==> src/rtl/mul_exec_unit_if.sv <==
`default_nettype none
// ============================================================================
// Module      : mul_exec_unit_if
// Description : Issue and CDB handshake bundle between the multiply
//               reservation station / CDB arbiter and mul_exec_unit.
// Revision    : 1.0  initial release
// ============================================================================
interface mul_exec_unit_if;
    logic        OutEn;
    logic [2:0]  opIn;
    logic [31:0] dataIn1;
    logic [31:0] dataIn2;
    logic [3:0]  labelIn;
    logic        EXEable;
    logic        reqCDB;
    logic        grantCDB;
    logic [31:0] dataOut;
    logic [3:0]  labelOut;

    // Station / arbiter side
    modport master (
        output OutEn, opIn, dataIn1, dataIn2, labelIn, grantCDB,
        input  EXEable, reqCDB, dataOut, labelOut
    );

    // Execution unit side
    modport slave (
        input  OutEn, opIn, dataIn1, dataIn2, labelIn, grantCDB,
        output EXEable, reqCDB, dataOut, labelOut
    );
endinterface
`default_nettype wire

==> src/rtl/mul_exec_unit.sv <==
`default_nettype none
// ============================================================================
// Module      : mul_exec_unit
// Description : Iterative radix-2 32x32 multiply unit (MUL/MULH/MULHU/MULHSU)
//               holding its result on the CDB request line until granted.
// Revision    : 1.0  initial release
// ============================================================================
module mul_exec_unit (
    input  wire logic      clk,
    input  wire logic      RST,
    mul_exec_unit_if.slave bus
);

    typedef enum logic [1:0] {
        S_IDLE = 2'd0,
        S_CALC = 2'd1,
        S_FIX  = 2'd2,
        S_DONE = 2'd3
    } state_t;

    localparam logic [4:0] c_LAST_ITER = 5'd31;
    localparam logic [2:0] c_OP_MUL    = 3'b000;
    localparam logic [2:0] c_OP_MULH   = 3'b001;
    localparam logic [2:0] c_OP_MULHU  = 3'b010;
    localparam logic [2:0] c_OP_MULHSU = 3'b011;

    state_t      r_state;
    logic [63:0] r_mcand;
    logic [31:0] r_mplier;
    logic [63:0] r_acc;
    logic [4:0]  r_cnt;
    logic        r_neg;
    logic [2:0]  r_op;
    logic [3:0]  r_label;
    logic        r_exeAble;
    logic        r_reqCdb;
    logic [31:0] r_dataOut;
    logic [3:0]  r_labelOut;

    logic        w_aSigned;
    logic        w_bSigned;
    logic        w_aNeg;
    logic        w_bNeg;
    logic [31:0] w_magA;
    logic [31:0] w_magB;
    logic [63:0] w_accNext;
    logic [63:0] w_fixed;
    logic [31:0] w_result;

    // Operands are multiplied as magnitudes; the sign is restored in FIX.
    assign w_aSigned = (bus.opIn == c_OP_MULH) || (bus.opIn == c_OP_MULHSU);
    assign w_bSigned = (bus.opIn == c_OP_MULH);
    assign w_aNeg    = w_aSigned & bus.dataIn1[31];
    assign w_bNeg    = w_bSigned & bus.dataIn2[31];
    assign w_magA    = w_aNeg ? (~bus.dataIn1 + 32'd1) : bus.dataIn1;
    assign w_magB    = w_bNeg ? (~bus.dataIn2 + 32'd1) : bus.dataIn2;

    assign w_accNext = r_mplier[0] ? (r_acc + r_mcand) : r_acc;
    assign w_fixed   = r_neg ? (~r_acc + 64'd1) : r_acc;

    always_comb begin
        w_result = 32'h0;
        case (r_op)
            c_OP_MUL:    w_result = w_fixed[31:0];
            c_OP_MULH,
            c_OP_MULHU,
            c_OP_MULHSU: w_result = w_fixed[63:32];
            default:     w_result = 32'h0;
        endcase
    end

    always_ff @(posedge clk) begin
        if (RST) begin
            r_state    <= S_IDLE;
            r_mcand    <= 64'd0;
            r_mplier   <= 32'd0;
            r_acc      <= 64'd0;
            r_cnt      <= 5'd0;
            r_neg      <= 1'b0;
            r_op       <= 3'd0;
            r_label    <= 4'd0;
            r_exeAble  <= 1'b1;
            r_reqCdb   <= 1'b0;
            r_dataOut  <= 32'd0;
            r_labelOut <= 4'd0;
        end else begin
            case (r_state)
                S_IDLE: begin
                    if (bus.OutEn) begin
                        r_op      <= bus.opIn;
                        r_label   <= bus.labelIn;
                        r_mcand   <= {32'd0, w_magA};
                        r_mplier  <= w_magB;
                        r_neg     <= w_aNeg ^ w_bNeg;
                        r_acc     <= 64'd0;
                        r_cnt     <= 5'd0;
                        r_exeAble <= 1'b0;
                        r_state   <= S_CALC;
                    end
                end
                S_CALC: begin
                    r_acc    <= w_accNext;
                    r_mcand  <= {r_mcand[62:0], 1'b0};
                    r_mplier <= {1'b0, r_mplier[31:1]};
                    r_cnt    <= r_cnt + 5'd1;
                    if (r_cnt == c_LAST_ITER) begin
                        r_state <= S_FIX;
                    end
                end
                S_FIX: begin
                    r_dataOut  <= w_result;
                    r_labelOut <= r_label;
                    r_reqCdb   <= 1'b1;
                    r_state    <= S_DONE;
                end
                S_DONE: begin
                    // The station frees the entry on this same grant edge.
                    if (bus.grantCDB) begin
                        r_reqCdb  <= 1'b0;
                        r_exeAble <= 1'b1;
                        r_state   <= S_IDLE;
                    end
                end
                default: begin
                    r_reqCdb  <= 1'b0;
                    r_exeAble <= 1'b1;
                    r_state   <= S_IDLE;
                end
            endcase
        end
    end

    assign bus.EXEable  = r_exeAble;
    assign bus.reqCDB   = r_reqCdb;
    assign bus.dataOut  = r_dataOut;
    assign bus.labelOut = r_labelOut;

endmodule
`default_nettype wire

==> src/flat_wrapper.sv <==
// flat-port wrapper written by rule: the top's interface ports become plain ports
module mul_exec_unit_flat 
  (clk, RST, bus_OutEn, bus_opIn, bus_dataIn1, bus_dataIn2, bus_labelIn, bus_grantCDB, bus_EXEable, bus_reqCDB, bus_dataOut, bus_labelOut);
  mul_exec_unit_if bus_i ();
  input  wire logic clk;
  input  wire logic RST;
  input wire logic [$bits(bus_i.OutEn)-1:0] bus_OutEn;
  input wire logic [$bits(bus_i.opIn)-1:0] bus_opIn;
  input wire logic [$bits(bus_i.dataIn1)-1:0] bus_dataIn1;
  input wire logic [$bits(bus_i.dataIn2)-1:0] bus_dataIn2;
  input wire logic [$bits(bus_i.labelIn)-1:0] bus_labelIn;
  input wire logic [$bits(bus_i.grantCDB)-1:0] bus_grantCDB;
  output wire logic [$bits(bus_i.EXEable)-1:0] bus_EXEable;
  output wire logic [$bits(bus_i.reqCDB)-1:0] bus_reqCDB;
  output wire logic [$bits(bus_i.dataOut)-1:0] bus_dataOut;
  output wire logic [$bits(bus_i.labelOut)-1:0] bus_labelOut;
  assign bus_i.OutEn = bus_OutEn;
  assign bus_i.opIn = bus_opIn;
  assign bus_i.dataIn1 = bus_dataIn1;
  assign bus_i.dataIn2 = bus_dataIn2;
  assign bus_i.labelIn = bus_labelIn;
  assign bus_i.grantCDB = bus_grantCDB;
  assign bus_EXEable = bus_i.EXEable;
  assign bus_reqCDB = bus_i.reqCDB;
  assign bus_dataOut = bus_i.dataOut;
  assign bus_labelOut = bus_i.labelOut;
  mul_exec_unit u_core (.clk(clk), .RST(RST), .bus(bus_i));
endmodule
==> config.mk <==
export PLATFORM = sky130hd
export DESIGN_NAME = mul_exec_unit_flat
export DESIGN_NICKNAME = d
export VERILOG_FILES = /design/src/rtl/mul_exec_unit_if.sv /design/src/rtl/mul_exec_unit.sv /design/src/flat_wrapper.sv
export SDC_FILE = /design/constraint.sdc
export NUM_CORES = 1
export LEC_CHECK = 0
export ABC_AREA = 1
export BUFFER_PORTS_ARGS = -buffer_cell sky130_fd_sc_hd__buf_2
export CORE_MARGIN = 2
export CORE_UTILIZATION = 35
export CTS_BUF_LIST = sky130_fd_sc_hd__clkbuf_4 sky130_fd_sc_hd__clkbuf_8
export CTS_CLUSTER_DIAMETER = 150
export DETAILED_ROUTE_END_ITERATION = 10
export GPL_ROUTABILITY_DRIVEN = 0
export HOLD_SLACK_MARGIN = 0.03
export SLEW_MARGIN = 20
export SYNTH_ARGS = -nofsm -noshare
export SYNTH_HDL_FRONTEND = slang
export SYNTH_SLANG_ARGS = --single-unit
==> constraint.sdc <==
create_clock -name clk -period 2.4 [get_ports clk]
set_input_delay 0 -clock clk [delete_from_list [all_inputs] [get_ports clk]]
set_output_delay 0 -clock clk [all_outputs]
set_load 0.03 [all_outputs]
==> results of run 1 <==
==> kinds of logic (layout without fill, tap and decap cells) <==
logic type	after synthesis	count (layout)	synth area share (%)
fa+ha+maj	73	73	5.09
xor+xnor	27	27	1.31
flops	213	213	23.6
compound gates	484	484	14.2
buf+inv	564	877	11.8
simple gates	1965	1965	44.0
==> final cells by class <==
type | count | area share [%]
sequential | 213 | 19.3
tap | 680 | 3.85
multi-input combinational | 2549 | 53.5
timing repair buffer | 333 | 11.3
inverter | 467 | 7.94
clock inverter | 21 | 0.798
clock buffer | 56 | 3.34
==> metal layers <==
layer	vias to the layer above	GRT usage (%)	routed length (um)
li1	11100	-	-
met1	9555	33.0	30100
met2	696	40.7	30300
met3	144	3.10	4470
met4	0	9.98	2910
met5	-	0	0
==> critical path, cell delays in order (launching register included) <==
cell and delay (ns):
dfxtp_1 0.37, ha_1 0.42, nand2_1 0.10, nor2_1 0.15, inv_1 0.09, nor3_1 0.25
nand2_1 0.14, nor2_1 0.11, nand2_1 0.12, nand3_1 0.10, nand2_1 0.05, nand3_1 0.13
a21oi_1 0.08
==> power by group <==
part	total (mW)	internal [mW]	switching [mW]
Sequential	4.47	4.04	0.427
Clock	4.13	2.26	1.87
Combinational	6.69	2.16	4.52
Total	15.3	8.47	6.83
==> stage by stage <==
stage                     hold WS [ns]  utilization (%)  instances
after global placement           0.251             39.5       4156
after CTS                       0.0436             42.9       4319
after global routing             0.113             43.2       4319
after detailed placement         0.255             39.5       4156
final                           0.0794             43.2       4319
after floorplan                  0.149                -       3326
==> flip-flops by register name, indices dropped and copies added, names as in the netlist, 3 cells and up <==
name	cells
u_core.bus.dataOut	32
u_core.bus.labelOut	4
u_core.r_acc	64
u_core.r_cnt	5
u_core.r_label	4
u_core.r_mcand	64
u_core.r_mplier	32
u_core.r_op	3
==> worst min-delay path by stage <==
stage / startpoint / end / slack (ns) / cells past startpoint
after global placement: bus_labelIn[1] / u_core.r_label[1]$_SDFFE_PP0P_ / 0.25 / 3
after floorplan: bus_dataIn1[0] / u_core.r_mcand[0]$_SDFFE_PP0P_ / 0.15 / 2
final: bus_dataIn1[25] / u_core.r_mcand[25]$_SDFFE_PP0P_ / 0.08 / 7
after global routing: bus_dataIn1[25] / u_core.r_mcand[25]$_SDFFE_PP0P_ / 0.11 / 5
after detailed placement: bus_labelIn[1] / u_core.r_label[1]$_SDFFE_PP0P_ / 0.25 / 3
after CTS: bus_dataIn1[25] / u_core.r_mcand[25]$_SDFFE_PP0P_ / 0.04 / 7
==> what timing repair did <==
item	CTS	global route
hold endpoints to repair	137	0
setup buffers	0	0
endpoints found under the setup margin	0	42
resized for setup	0	38
hold buffers	86	0
==> synthesized netlist by cell type (all sizes together) <==
cell / number / area share (%)
and2: 4 / 0.14
a31oi: 7 / 0.24
ha: 72 / 5.0
inv: 466 / 9.7
nand3: 230 / 6.4
nor3: 33 / 0.94
o22ai: 1 / 0.035
o21bai: 8 / 0.35
buf: 21 / 0.54
a21oi: 304 / 8.4
clkbuf: 76 / 1.6
dfxtp: 213 / 24
and3: 1 / 0.035
clkinv: 1 / 0.021
o211ai: 26 / 1.1
o221ai: 1 / 0.048
or2: 18 / 0.62
nand3b: 24 / 1.0
nand4: 28 / 0.97
fa: 1 / 0.11
o2111ai: 1 / 0.048
a21o: 2 / 0.083
nand2: 1215 / 25
a211oi: 1 / 0.042
o311ai: 1 / 0.048
o21ai: 129 / 3.7
o21a: 2 / 0.083
nor4: 4 / 0.14
xor2: 22 / 1.1
o31ai: 1 / 0.042
nor2: 408 / 8.6
xnor2: 5 / 0.24
==> flow_summary.yaml, run 1 <==
global_route:
  first_global_vias: 19400
  pin_count_of_the_biggest_net_entering_global_routing: 109
  groute.usage.overall_pct: 24.8
  grt_overflow: 0
  grt_first_pass_wirelength_um: 106000
  grt_antenna_before_repair: 0
worst_setup_path:
  reg2reg_to: "u_core.r_acc[53]$_SDFFE_PP0P_"
  crit_path_start: "u_core.r_acc[38]$_SDFFE_PP0P_"
  endpoint_kind: "register"
  crit_path_max_fanout: 5
  worst_setup_path_endpoint: "u_core.r_acc[53]$_SDFFE_PP0P_"
  critical_path_required_ns: 2.87
  worstReg2RegStart: "u_core.r_acc[38]$_SDFFE_PP0P_"
  cp.arrival_ns: 2.74
  timing.critical_path.from_type: "register"
  path_class: "reg -> reg"
  setup.reg_to_reg.worst_slack_ns: 0.13
  ff2ff_path_depth: 12
drt:
  viasPerCell: 4.97
  totalWireLength_um: 67900
  detail_route.first_pass.iterations: 7
  wl_per_cell_um: 15.7
  detailroute.via_count: 21500
  drc: 0
  ant_nets: 0
  initialDrtViolationCount: 1849
cells_and_area:
  seqCellArea_um2: 4270
  num-nets-final: 3754
  layout_common_cells: "nand2_1 (1205), inv_1 (462), nor2_1 (392), a21oi_1 (302), nand3_1 (228)"
  multiInputGateArea_um2: 11800
  layout_area_growth_over_synthesis_pct: 22.2
  layout.cells.most_common: "nand2_1"
  n_antenna_cell: 0
  post_route_cells_drive_above_1_share_pct: 10.8
  num-fill-cells: 5658
  final_design_area_no_fill_um2: 22100
yosys:
  mappedNetlistArea_um2: 18100
  synth.net_count: 3474
  synth.distinct_cells: 43
  cell_count_after_synthesis: 3326
  postSynthRegisterBits: 213
  post_synth.cell_area_avg_um2: 5.44
  yosys_warnings: 0
  synth.yosys.seq_area_share_pct: 23.6
clock_network:
  cts_inserted_buffers: 42
  clk_latency_ns: 0.63
  cts.path.max_buffers: 3
  cts.clk_slew.worst_paths_ns: 0.07
  cts_tree: "done"
  clock_sink_count: 213
  cts.root.buffer_cell: "clkbuf_8"
  cts-htree-levels: 2
sta:
  finalWorstPathRequiredPeriod_ns: 2.27
  max_freq_ghz: 0.440
  skew_ns: 0.0274
  final-setup-viol-count: 0
  setup_slack_ns: 0.130
  slew-limit-headroom_pct: 33.9
  hold_viol_final: 0
  tightestPinTransition_ns: 0.985
  final_max_slew_viol_count: 0
  timing.final.crit_share_pct: 94.6
  setup_total_negative_slack_ns: 0
placement:
  hpwl_um: 51800
  pre_cts_ws_ns: 0.0984
  placed_standard_cell_area_um2: 20200
  port-buffer-count: 112
power_and_ir_drop:
  peakVddDrop_uv: 645
  power_density_nw_per_um2: 691
  finalPower_mw: 15.3
  leakagePower_nw: 11.6
floorplan:
  die_h_um: 231
  std_cell_rows: 83
  design.core.area_um2: 51200
  starting_density_of_the_core_pct: 35.3
  io_pins: 113
  die_width_um: 231
  fp.dieArea_um2: 53500
flow_run:
  drv_cap: 0
worst_hold_path:
  hold_path_class: "in -> reg"
outcome:
  run_status: "finished clean"
Note: power is estimated with default switching activity, not from simulation.
==> inputs of run 2 (changes only) <==
CORE_ASPECT_RATIO = 1.5   (was default)
==> flow_summary.yaml, run 2 (same netlist as run 1, synthesis figures left out) <==
outcome:
  run_status: "finished clean"
sta:
  tightestPinTransition_ns: 0.955
  setup_total_negative_slack_ns: 0
  final_max_slew_viol_count: 0
  final-setup-viol-count: 0
  skew_ns: 0.0431
  finalWorstPathRequiredPeriod_ns: 2.33
  max_freq_ghz: 0.429
  timing.final.crit_share_pct: 97.1
  setup_slack_ns: 0.0687
  slew-limit-headroom_pct: 35.9
  hold_viol_final: 0
  rsz0062_at_grt: "true"
  finalHoldWorstSlack_ns: 0.0746
worst_setup_path:
  max_stage_delay_ns: 0.34
  total_buffers_and_inverters_traversed_by_the_critical_path: 1
  crit_path_max_fanout: 5
  setup.reg_to_reg.worst_slack_ns: 0.07
  critical_path.cell_chain: "ha_1 > nand2_1 > buf_4 > nor2_1 > nand3_1 > nand2_2 > nand2_1 > nand2_1 > nand2_1 > nand2_2 > nand2_1 > nand2_1 > nand2_1 > nand3_1 > a21oi_1"
  cp.arrival_ns: 2.78
  critical_path_required_ns: 2.85
  worst_path_most_repeated_cell: "nand2_1"
  crit_slowest_cell: "dfxtp_1"
  endpoint_kind: "register"
  path_class: "reg -> reg"
  cp_top_family: "simple AND/OR/NAND/NOR gates"
  timing.critical_path.from_type: "register"
power_and_ir_drop:
  power_density_nw_per_um2: 670
  leakagePower_nw: 12.1
  peakVddDrop_uv: 688
  finalPower_mw: 15.3
placement:
  placed_cells_incl_taps: 4239
  hpwl_um: 55700
  port-buffer-count: 112
  placed_standard_cell_area_um2: 20900
  pre_cts_ws_ns: 0.0189
global_route:
  pin_count_of_the_biggest_net_entering_global_routing: 145
  grt_first_pass_wirelength_um: 110000
  first_global_vias: 20800
  grt_overflow: 0
  groute.usage.overall_pct: 26.2
  grt_antenna_before_repair: 1
drt:
  ant_nets: 0
  initialDrtViolationCount: 1206
  totalWireLength_um: 71500
  drc: 0
  detailroute.via_count: 21700
  wl_per_cell_um: 16.3
  viasPerCell: 4.94
  detail_route.first_pass.iterations: 7
clock_network:
  cts.root.buffer_cell: "clkbuf_8"
  clock_sink_count: 213
  cts.clk_slew.worst_paths_ns: 0.06
  cts.path.max_buffers: 3
  cts_tree: "done"
  cts_inserted_buffers: 39
  cts-htree-levels: 2
  clk_latency_ns: 0.62
floorplan:
  die_h_um: 282
  io_pins: 113
  std_cell_rows: 102
  die_width_um: 190
  starting_density_of_the_core_pct: 35.3
  fp.dieArea_um2: 53600
  design.core.area_um2: 51300
cells_and_area:
  layout.cells.most_common: "nand2_1"
  stdcell_count: 4393
  post_route_cells_drive_above_1_share_pct: 12.9
  num-nets-final: 3841
  layout_area_growth_over_synthesis_pct: 26.1
  biggestRegsByFlops: "u_core.r_acc: 64 flops, u_core.r_mcand: 64 flops"
  finish.utilization_pct: 44.5
  layout_common_cells: "nand2_1 (1198), inv_1 (462), nor2_1 (397), a21oi_1 (301), nand3_1 (227)"
  final_design_area_no_fill_um2: 22800
worst_hold_path:
  hold_path_class: "in -> reg"
flow_run:
  drv_cap: 0
[run 2: cell types whose count changed in the layout (fill, tap and decap cells not counted), moves of 3 or more]
cell and change:
dfxtp_1 -3, nand2_1 -7, nor2_2 -4, nor2_1 +5, clkbuf_4 +5, nand2_2 +7, clkinv_2 -10, buf_4 +85
dfxtp_2 +3, buf_12 +4, clkbuf_8 -8
[run 2: worst paths after layout]
check / start / end / depth (start not counted)
setup / recovery: u_core.r_mcand[4]$_SDFFE_PP0P_ / u_core.r_acc[43]$_SDFFE_PP0P_ / 15
hold / removal: bus_dataIn1[25] / u_core.r_mcand[25]$_SDFFE_PP0P_ / 7
setup reg to reg: u_core.r_mcand[4]$_SDFFE_PP0P_ / u_core.r_acc[43]$_SDFFE_PP0P_ / 15
hold reg to reg: u_core.bus.dataOut[7]$_SDFFE_PP0P_ / u_core.bus.dataOut[7]$_SDFFE_PP0P_ / 2
[run 2: layout make-up]
cell class              instances  area, um2
diodes                          1       2.50
clock inverters                11        156
multi-input cells            2549      11900
repair buffers                423       3260
well taps                     676        846
clock buffers                  53        667
fillers                      5620      28500
flip-flops and latches        213       4270
inverters                     467       1760
[run 2: worst min-delay path: stages]
cell and delay (ns):
buf_2 0.10, nand4_1 0.08, nand2_1 0.07, nand2_1 0.04, o21ai_0 0.10, o21ai_0 0.10, a21oi_1 0.13
[run 2: power by group]
group	switching, mW	internal [mW]	leakage, nW
clock	1.78	2.14	0.433
combinational	4.51	2.42	9.89
sequential	0.395	4.05	1.73
total	6.69	8.60	12.1
[run 2: metal layers]
layer	global-route usage, %	up-vias	routed length (um)
li1	-	11200	-
met1	26.7	9610	26500
met2	48.0	635	35500
met3	2.52	241	2570
met4	22.3	0	7050
met5	0	-	0
[run 2: timing repair]
| action | in CTS | in global routing |
|---|---|---|
| buffers inserted | 0 | 1 |
| gates cloned | 0 | 1 |
| endpoints found under the hold margin | 108 | 0 |
| setup endpoints to repair | 9 | 45 |
| hold buffers | 87 | 0 |
| pin swaps | 0 | 2 |
| resized for setup | 5 | 43 |
